## src/rtl/riscv_ctrl_pkg.sv

```systemverilog
// ============================================================================
// Module      : riscv_ctrl_pkg
// Description : Shared state, opcode and mux-select encodings for the
//               multicycle RV32I controller.
// Revision    : 1.0 - initial release
// ============================================================================
`default_nettype none

package riscv_ctrl_pkg;

  typedef enum logic [3:0] {
    S_FETCH    = 4'd0,
    S_DECODE   = 4'd1,
    S_MEMADR   = 4'd2,
    S_MEMREAD  = 4'd3,
    S_MEMWB    = 4'd4,
    S_MEMWRITE = 4'd5,
    S_EXECUTER = 4'd6,
    S_EXECUTEI = 4'd7,
    S_ALUWB    = 4'd8,
    S_BEQ      = 4'd9,
    S_JAL      = 4'd10
  } state_t;

  typedef enum logic [1:0] {
    ALUOP_ADD   = 2'd0,
    ALUOP_SUB   = 2'd1,
    ALUOP_FUNCT = 2'd2
  } aluop_t;

  localparam logic [6:0] OP_LW  = 7'b0000011;
  localparam logic [6:0] OP_SW  = 7'b0100011;
  localparam logic [6:0] OP_R   = 7'b0110011;
  localparam logic [6:0] OP_I   = 7'b0010011;
  localparam logic [6:0] OP_BEQ = 7'b1100011;
  localparam logic [6:0] OP_JAL = 7'b1101111;

  localparam logic [1:0] RES_ALUOUT    = 2'b00;
  localparam logic [1:0] RES_DATA      = 2'b01;
  localparam logic [1:0] RES_ALURESULT = 2'b10;

  localparam logic [1:0] SRCA_PC    = 2'b00;
  localparam logic [1:0] SRCA_OLDPC = 2'b01;
  localparam logic [1:0] SRCA_RD1   = 2'b10;

  localparam logic [1:0] SRCB_RD2  = 2'b00;
  localparam logic [1:0] SRCB_IMM  = 2'b01;
  localparam logic [1:0] SRCB_FOUR = 2'b10;

  localparam logic [1:0] IMM_I = 2'b00;
  localparam logic [1:0] IMM_S = 2'b01;
  localparam logic [1:0] IMM_B = 2'b10;
  localparam logic [1:0] IMM_J = 2'b11;

  localparam logic [2:0] ALU_ADD = 3'b000;
  localparam logic [2:0] ALU_SUB = 3'b001;
  localparam logic [2:0] ALU_AND = 3'b010;
  localparam logic [2:0] ALU_OR  = 3'b011;
  localparam logic [2:0] ALU_XOR = 3'b100;
  localparam logic [2:0] ALU_SLT = 3'b101;

endpackage

`default_nettype wire

```

## src/rtl/multicycle_controller_alu_decoder.sv

```systemverilog
// ============================================================================
// Module      : alu_decoder
// Description : Maps ALUOp and the instruction funct fields to ALUControl.
// Revision    : 1.0 - initial release
// ============================================================================
`default_nettype none

module alu_decoder
  import riscv_ctrl_pkg::*;
(
  input  aluop_t     i_aluop,
  input  logic [2:0] i_funct3,
  input  logic       i_funct7b5,
  input  logic       i_op5,
  output logic [2:0] o_alu_control
);

  always_comb begin
    o_alu_control = ALU_ADD;
    case (i_aluop)
      ALUOP_ADD: o_alu_control = ALU_ADD;
      ALUOP_SUB: o_alu_control = ALU_SUB;
      ALUOP_FUNCT: begin
        case (i_funct3)
          // op[5] separates R-type from I-type: addi never subtracts
          3'b000:  o_alu_control = (i_op5 & i_funct7b5) ? ALU_SUB : ALU_ADD;
          3'b010:  o_alu_control = ALU_SLT;
          3'b100:  o_alu_control = ALU_XOR;
          3'b110:  o_alu_control = ALU_OR;
          3'b111:  o_alu_control = ALU_AND;
          default: o_alu_control = ALU_ADD;
        endcase
      end
      default: o_alu_control = ALU_ADD;
    endcase
  end

endmodule

`default_nettype wire

```

## src/rtl/multicycle_controller.sv

```systemverilog
// ============================================================================
// Module      : multicycle_controller
// Description : Control FSM sequencing a multicycle RV32I datapath.
//               Optional macro MEM_WAIT_EN adds mem_ready wait states.
// Revision    : 1.0 - initial release
// ============================================================================
`default_nettype none

module multicycle_controller
  import riscv_ctrl_pkg::*;
#(
  parameter int OP_W    = 7,
  parameter int STATE_W = 4
) (
  input  logic               clk,
  input  logic               reset,
  input  logic [OP_W-1:0]    op,
  input  logic [2:0]         funct3,
  input  logic               funct7b5,
  input  logic               Zero,
  input  logic               mem_ready,
  output logic               PCWrite,
  output logic               AdrSrc,
  output logic               MemWrite,
  output logic               IRWrite,
  output logic [1:0]         ResultSrc,
  output logic [1:0]         ALUSrcA,
  output logic [1:0]         ALUSrcB,
  output logic [2:0]         ALUControl,
  output logic [1:0]         ImmSrc,
  output logic               RegWrite,
  output logic               instr_done,
  output logic               illegal_instr,
  output logic [STATE_W-1:0] state_dbg
);

  state_t r_state;
  state_t w_next;
  aluop_t w_aluop;
  logic   w_mem_ok;
  logic   w_pcupdate, w_branch, w_irw, w_memw, w_regw, w_done, w_ill;

`ifdef MEM_WAIT_EN
  assign w_mem_ok = mem_ready;
`else
  logic w_unused_mem_ready;
  assign w_unused_mem_ready = mem_ready;
  assign w_mem_ok           = 1'b1;
`endif

  always_ff @(posedge clk or negedge reset) begin
    if (!reset) r_state <= S_FETCH;
    else        r_state <= w_next;
  end

  always_comb begin
    w_next     = S_FETCH;
    w_pcupdate = 1'b0;
    w_branch   = 1'b0;
    w_irw      = 1'b0;
    w_memw     = 1'b0;
    w_regw     = 1'b0;
    w_done     = 1'b0;
    w_ill      = 1'b0;
    AdrSrc     = 1'b0;
    ResultSrc  = RES_ALUOUT;
    ALUSrcA    = SRCA_PC;
    ALUSrcB    = SRCB_RD2;
    w_aluop    = ALUOP_ADD;
    case (r_state)
      S_FETCH: begin
        w_irw      = w_mem_ok;
        w_pcupdate = w_mem_ok;
        ALUSrcB    = SRCB_FOUR;
        ResultSrc  = RES_ALURESULT;
        w_next     = w_mem_ok ? S_DECODE : S_FETCH;
      end
      S_DECODE: begin
        ALUSrcA = SRCA_OLDPC;
        ALUSrcB = SRCB_IMM;
        case (op)
          OP_LW, OP_SW: w_next = S_MEMADR;
          OP_R:         w_next = S_EXECUTER;
          OP_I:         w_next = S_EXECUTEI;
          OP_BEQ:       w_next = S_BEQ;
          OP_JAL:       w_next = S_JAL;
          default: begin
            w_ill  = 1'b1;
            w_done = 1'b1;
            w_next = S_FETCH;
          end
        endcase
      end
      S_MEMADR: begin
        ALUSrcA = SRCA_RD1;
        ALUSrcB = SRCB_IMM;
        w_next  = (op == OP_LW) ? S_MEMREAD : S_MEMWRITE;
      end
      S_MEMREAD: begin
        AdrSrc = 1'b1;
        w_next = w_mem_ok ? S_MEMWB : S_MEMREAD;
      end
      S_MEMWB: begin
        ResultSrc = RES_DATA;
        w_regw    = 1'b1;
        w_done    = 1'b1;
      end
      S_MEMWRITE: begin
        // MemWrite stays high across the wait; completion only with the accept
        AdrSrc = 1'b1;
        w_memw = 1'b1;
        w_done = w_mem_ok;
        w_next = w_mem_ok ? S_FETCH : S_MEMWRITE;
      end
      S_EXECUTER: begin
        ALUSrcA = SRCA_RD1;
        ALUSrcB = SRCB_RD2;
        w_aluop = ALUOP_FUNCT;
        w_next  = S_ALUWB;
      end
      S_EXECUTEI: begin
        ALUSrcA = SRCA_RD1;
        ALUSrcB = SRCB_IMM;
        w_aluop = ALUOP_FUNCT;
        w_next  = S_ALUWB;
      end
      S_ALUWB: begin
        w_regw = 1'b1;
        w_done = 1'b1;
      end
      S_BEQ: begin
        ALUSrcA  = SRCA_RD1;
        ALUSrcB  = SRCB_RD2;
        w_aluop  = ALUOP_SUB;
        w_branch = 1'b1;
        w_done   = 1'b1;
      end
      S_JAL: begin
        ALUSrcA    = SRCA_OLDPC;
        ALUSrcB    = SRCB_FOUR;
        w_pcupdate = 1'b1;
        w_next     = S_ALUWB;
      end
      default: w_next = S_FETCH;
    endcase
  end

  always_comb begin
    case (op)
      OP_LW, OP_I: ImmSrc = IMM_I;
      OP_SW:       ImmSrc = IMM_S;
      OP_BEQ:      ImmSrc = IMM_B;
      OP_JAL:      ImmSrc = IMM_J;
      default:     ImmSrc = IMM_I;
    endcase
  end

  alu_decoder u_alu_decoder (
    .i_aluop       (w_aluop),
    .i_funct3      (funct3),
    .i_funct7b5    (funct7b5),
    .i_op5         (op[5]),
    .o_alu_control (ALUControl)
  );

  // Enables are gated by reset so nothing commits while reset is held low
  assign PCWrite       = reset & (w_pcupdate | (w_branch & Zero));
  assign IRWrite       = reset & w_irw;
  assign MemWrite      = reset & w_memw;
  assign RegWrite      = reset & w_regw;
  assign instr_done    = reset & w_done;
  assign illegal_instr = reset & w_ill;
  assign state_dbg     = STATE_W'(r_state);

endmodule

`default_nettype wire

```

## config.mk

```make
export PLATFORM = sky130hd
export DESIGN_NAME = multicycle_controller
export DESIGN_NICKNAME = d
export VERILOG_FILES = /design/src/rtl/riscv_ctrl_pkg.sv /design/src/rtl/multicycle_controller_alu_decoder.sv /design/src/rtl/multicycle_controller.sv
export SDC_FILE = /design/constraint.sdc
export NUM_CORES = 1
export LEC_CHECK = 0
export CAP_MARGIN = 5
export CORE_MARGIN = 4
export CORE_UTILIZATION = 39
export DETAILED_ROUTE_END_ITERATION = 16
export PLACE_DENSITY = 0.83
export SKIP_LAST_GASP = 1
export SLEW_MARGIN = 20
export SYNTH_ARGS = -nofsm -noshare
export SYNTH_HDL_FRONTEND = slang
export SYNTH_HIERARCHICAL = 1
export SYNTH_SLANG_ARGS = --single-unit
```

## constraint.sdc

```tcl
create_clock -name clk -period 3.1 [get_ports clk]
set_clock_uncertainty 0.1 [all_clocks]
set_input_delay 0.62 -clock clk [delete_from_list [all_inputs] [get_ports clk]]
set_output_delay 0.62 -clock clk [all_outputs]
set_load 0.01 [all_outputs]
```

==> out/results.tsv <==
metric	value	unit
n_diodes	0	
Syn Area/Cell	8.52	sq um
count leader, synth	nor2_1	
area grow syn2layout	70.2	%
CTS root buf	clkbuf_4	
relative slew slack	77.7	%
CTS sink count	4	
Synth cell types	40	
FF-to-FF path depth	4	
DR WL/cell	13.1	um
largest net degree at the start of global routing	16	
htree depth	1	
Die H	47.7	um
sequential share of the synthesized area	16.3	%
switch share	35.8	%
sequential share of power	15.7	%
Crit Reg-Reg Endpoint	state_dbg[1]$_DFF_PN0_	
critical path class	register to output pin	
Post-Syn Area	613	sq um
CTS max path bufs	2	
cell taking the most area after synthesis	dfrtp_1	
placed insts	126	
RSZ-0062 raised after global routing	false	
Synthesized Nets	89	
internal power	0.266	mW
fin crit share	95.0	%
hold_buf cts	0	
CTS tree	done	
Crit Reg-Reg Startpoint	state_dbg[1]$_DFF_PN0_	
#FFs+latches synth	4	
hpwl dp	1380	um
Worst-Skew Late Latency	0.23	ns
Fin Setup TNS	0	ns
total CTS buffers	3	
Critical Path RT	2.38	ns
fraction of layout cells with a size suffix above 1	20.4	%
maxcap violations	0	
Non-Filler Instances	129	
Routed Antenna Nets	0	
Clk pwr share	14.8	%
Clk pin slew, worst setup/hold paths	0.04	ns
Worst setup EP type	output pin	
via density per instance	5.42	
crit path to	ALUControl[1]	
Post-synth EDFFs	0	
CP Data Arrival Time	2.22	ns
Slew Limit Fails	0	
Hold Crit Class	register to register	
Post-Synthesis Cells	72	
worst setup path start	state_dbg[3]$_DFF_PN0_	
VDD IR max	0.000244	V
Ys Warns	6	
drc violations	0	
outcome	complete, no violations	
Post-synth ARST share	100	%
number of DRC markers in iteration 0	6	
grt ovf	0	
Pwr Density	397	nW/um^2
I/O Pins	37	
Core Rows	14	
Final Core Density	70.1	%
Die X-Extent	47.7	um
total track usage	16.5	%
commonest cells in the netlist	nor2_1, buf_2, dfrtp_1, nand2b_1, nor3_1	
Area contributors post-synth	dfrtp_1, nand4bb_4, ha_1	
Initial Util	41.2	%
net switching power	0.148	mW
gpl congestion	0.767	
# setup viols final	0	
worst-margin pin slew	0.335	ns
fmax	340	MHz
routed wire length	1690	um
DR vias	699	
vias in the first global route	644	
first drt pass iteration count	2	
Fillers	120	
predominant post-synthesis flop cell	dfrtp_1	
CP max FO	12	
initial antenna violation count	0	
combinational share of power	69.5	%
R2R Setup Slk	1.53	ns
IO Port Bufs	35	
first-pass GRT wire length	2660	um
core area	1490	sq um
Hold Vio Cnt, Final	0	
Final nets	132	
LEAKAGE	0.407	nW
max FFs per register	4	
die area	2270	sq um
Synth top area share	16.3	%
crit start category	register	
minimum clock period	2.94	ns
==> worst min-delay path by stage <==
stage                      startpoint                     end  slack [ns]  cells past startpoint
6_report       state_dbg[0]$_DFF_PN0_  state_dbg[0]$_DFF_PN0_        0.55                      2
5_1_grt        state_dbg[0]$_DFF_PN0_  state_dbg[0]$_DFF_PN0_        0.60                      2
4_1_cts        state_dbg[0]$_DFF_PN0_  state_dbg[0]$_DFF_PN0_        0.55                      2
3_5_place_dp   state_dbg[0]$_DFF_PN0_  state_dbg[0]$_DFF_PN0_        0.55                      2
3_3_place_gp   state_dbg[0]$_DFF_PN0_  state_dbg[0]$_DFF_PN0_        0.53                      2
2_1_floorplan                   reset  state_dbg[0]$_DFF_PN0_        0.22                      0
==> cell families (layout without fill, tap and decap cells) <==
logic type,count (synthesis),in the layout,synth area share [%]
and+or+nand+nor,41,41,48.8
AOI/OAI and AO/OA,15,15,21.4
buffers and inverters,7,48,5.10
DFF,4,4,16.3
xor gates and xnor gates,3,3,4.29
adders and majority gates,2,2,4.08
==> cells in the final DEF, fill, tap and decap left out, types with 2 or more instances in the layout <==
cell and count:
nand3b_1 3, nand2_1 2, a21oi_1 2, clkdlybuf4s50_1 34
nor3_1 4, and2_1 3, clkbuf_4 3, nor3b_1 3
inv_1 3, xnor2_1 2, buf_4 7, ha_1 2
o221a_2 2, nor2_1 6, nor4b_1 2, dfrtp_1 4
nand2b_1 4
==> per-layer routing <==
layer	up-vias	part of all wire, %	global-route usage, %	routed length (um)
met5	-	0	0	0
met4	0	0	10.2	0
met3	0	11	3.01	183
met2	28	48	29.7	806
met1	316	41	17.5	700
li1	355	-	-	-
==> critical path, stage by stage, from the launching register on <==
cell	delay, ns
dfrtp_1	0.53
and4bb_2	0.33
inv_1	0.05
ha_1	0.31
and4b_1	0.24
clkdlybuf4s50_1	0.53
==> what timing repair did <==
action / CTS / global route
buffers inserted: 0 / 0
setup endpoints to repair: 0 / 2
gates resized for setup: 0 / 2
==> metrics by stage <==
step                hold slack (ns)  setup WS (ns)  area [sq um]  power [mW]
floorplan                     0.224          0.845           613       0.203
finish                        0.545          0.156          1040       0.414
global route                  0.602         0.0194          1040       0.454
global placement              0.530          0.125          1020       0.352
detailed placement            0.548          0.105          1020       0.357
CTS                           0.553         0.0971          1040       0.421
==> power by group through the flow <==
stage	clock, mW	sequential (mW)	combinational [mW]
5_1_grt	0.0720	0.0669	0.315
3_5_place_dp	0	0.0660	0.291
2_1_floorplan	0	0.0752	0.128
4_1_cts	0.0637	0.0654	0.292
6_report	0.0611	0.0651	0.288
3_3_place_gp	0	0.0654	0.287
==> cell type report <==
type                    count  area, sq um  share of cell area (%)
clock buffers               3         22.5                    2.16
inverters                   3         11.3                    1.08
multi-input cells          61          484                    46.4
flip-flops and latches      4          100                    9.59
well taps                  16         20.0                    1.92
repair buffers             42          405                    38.8
(Power assumes the default switching activity.)
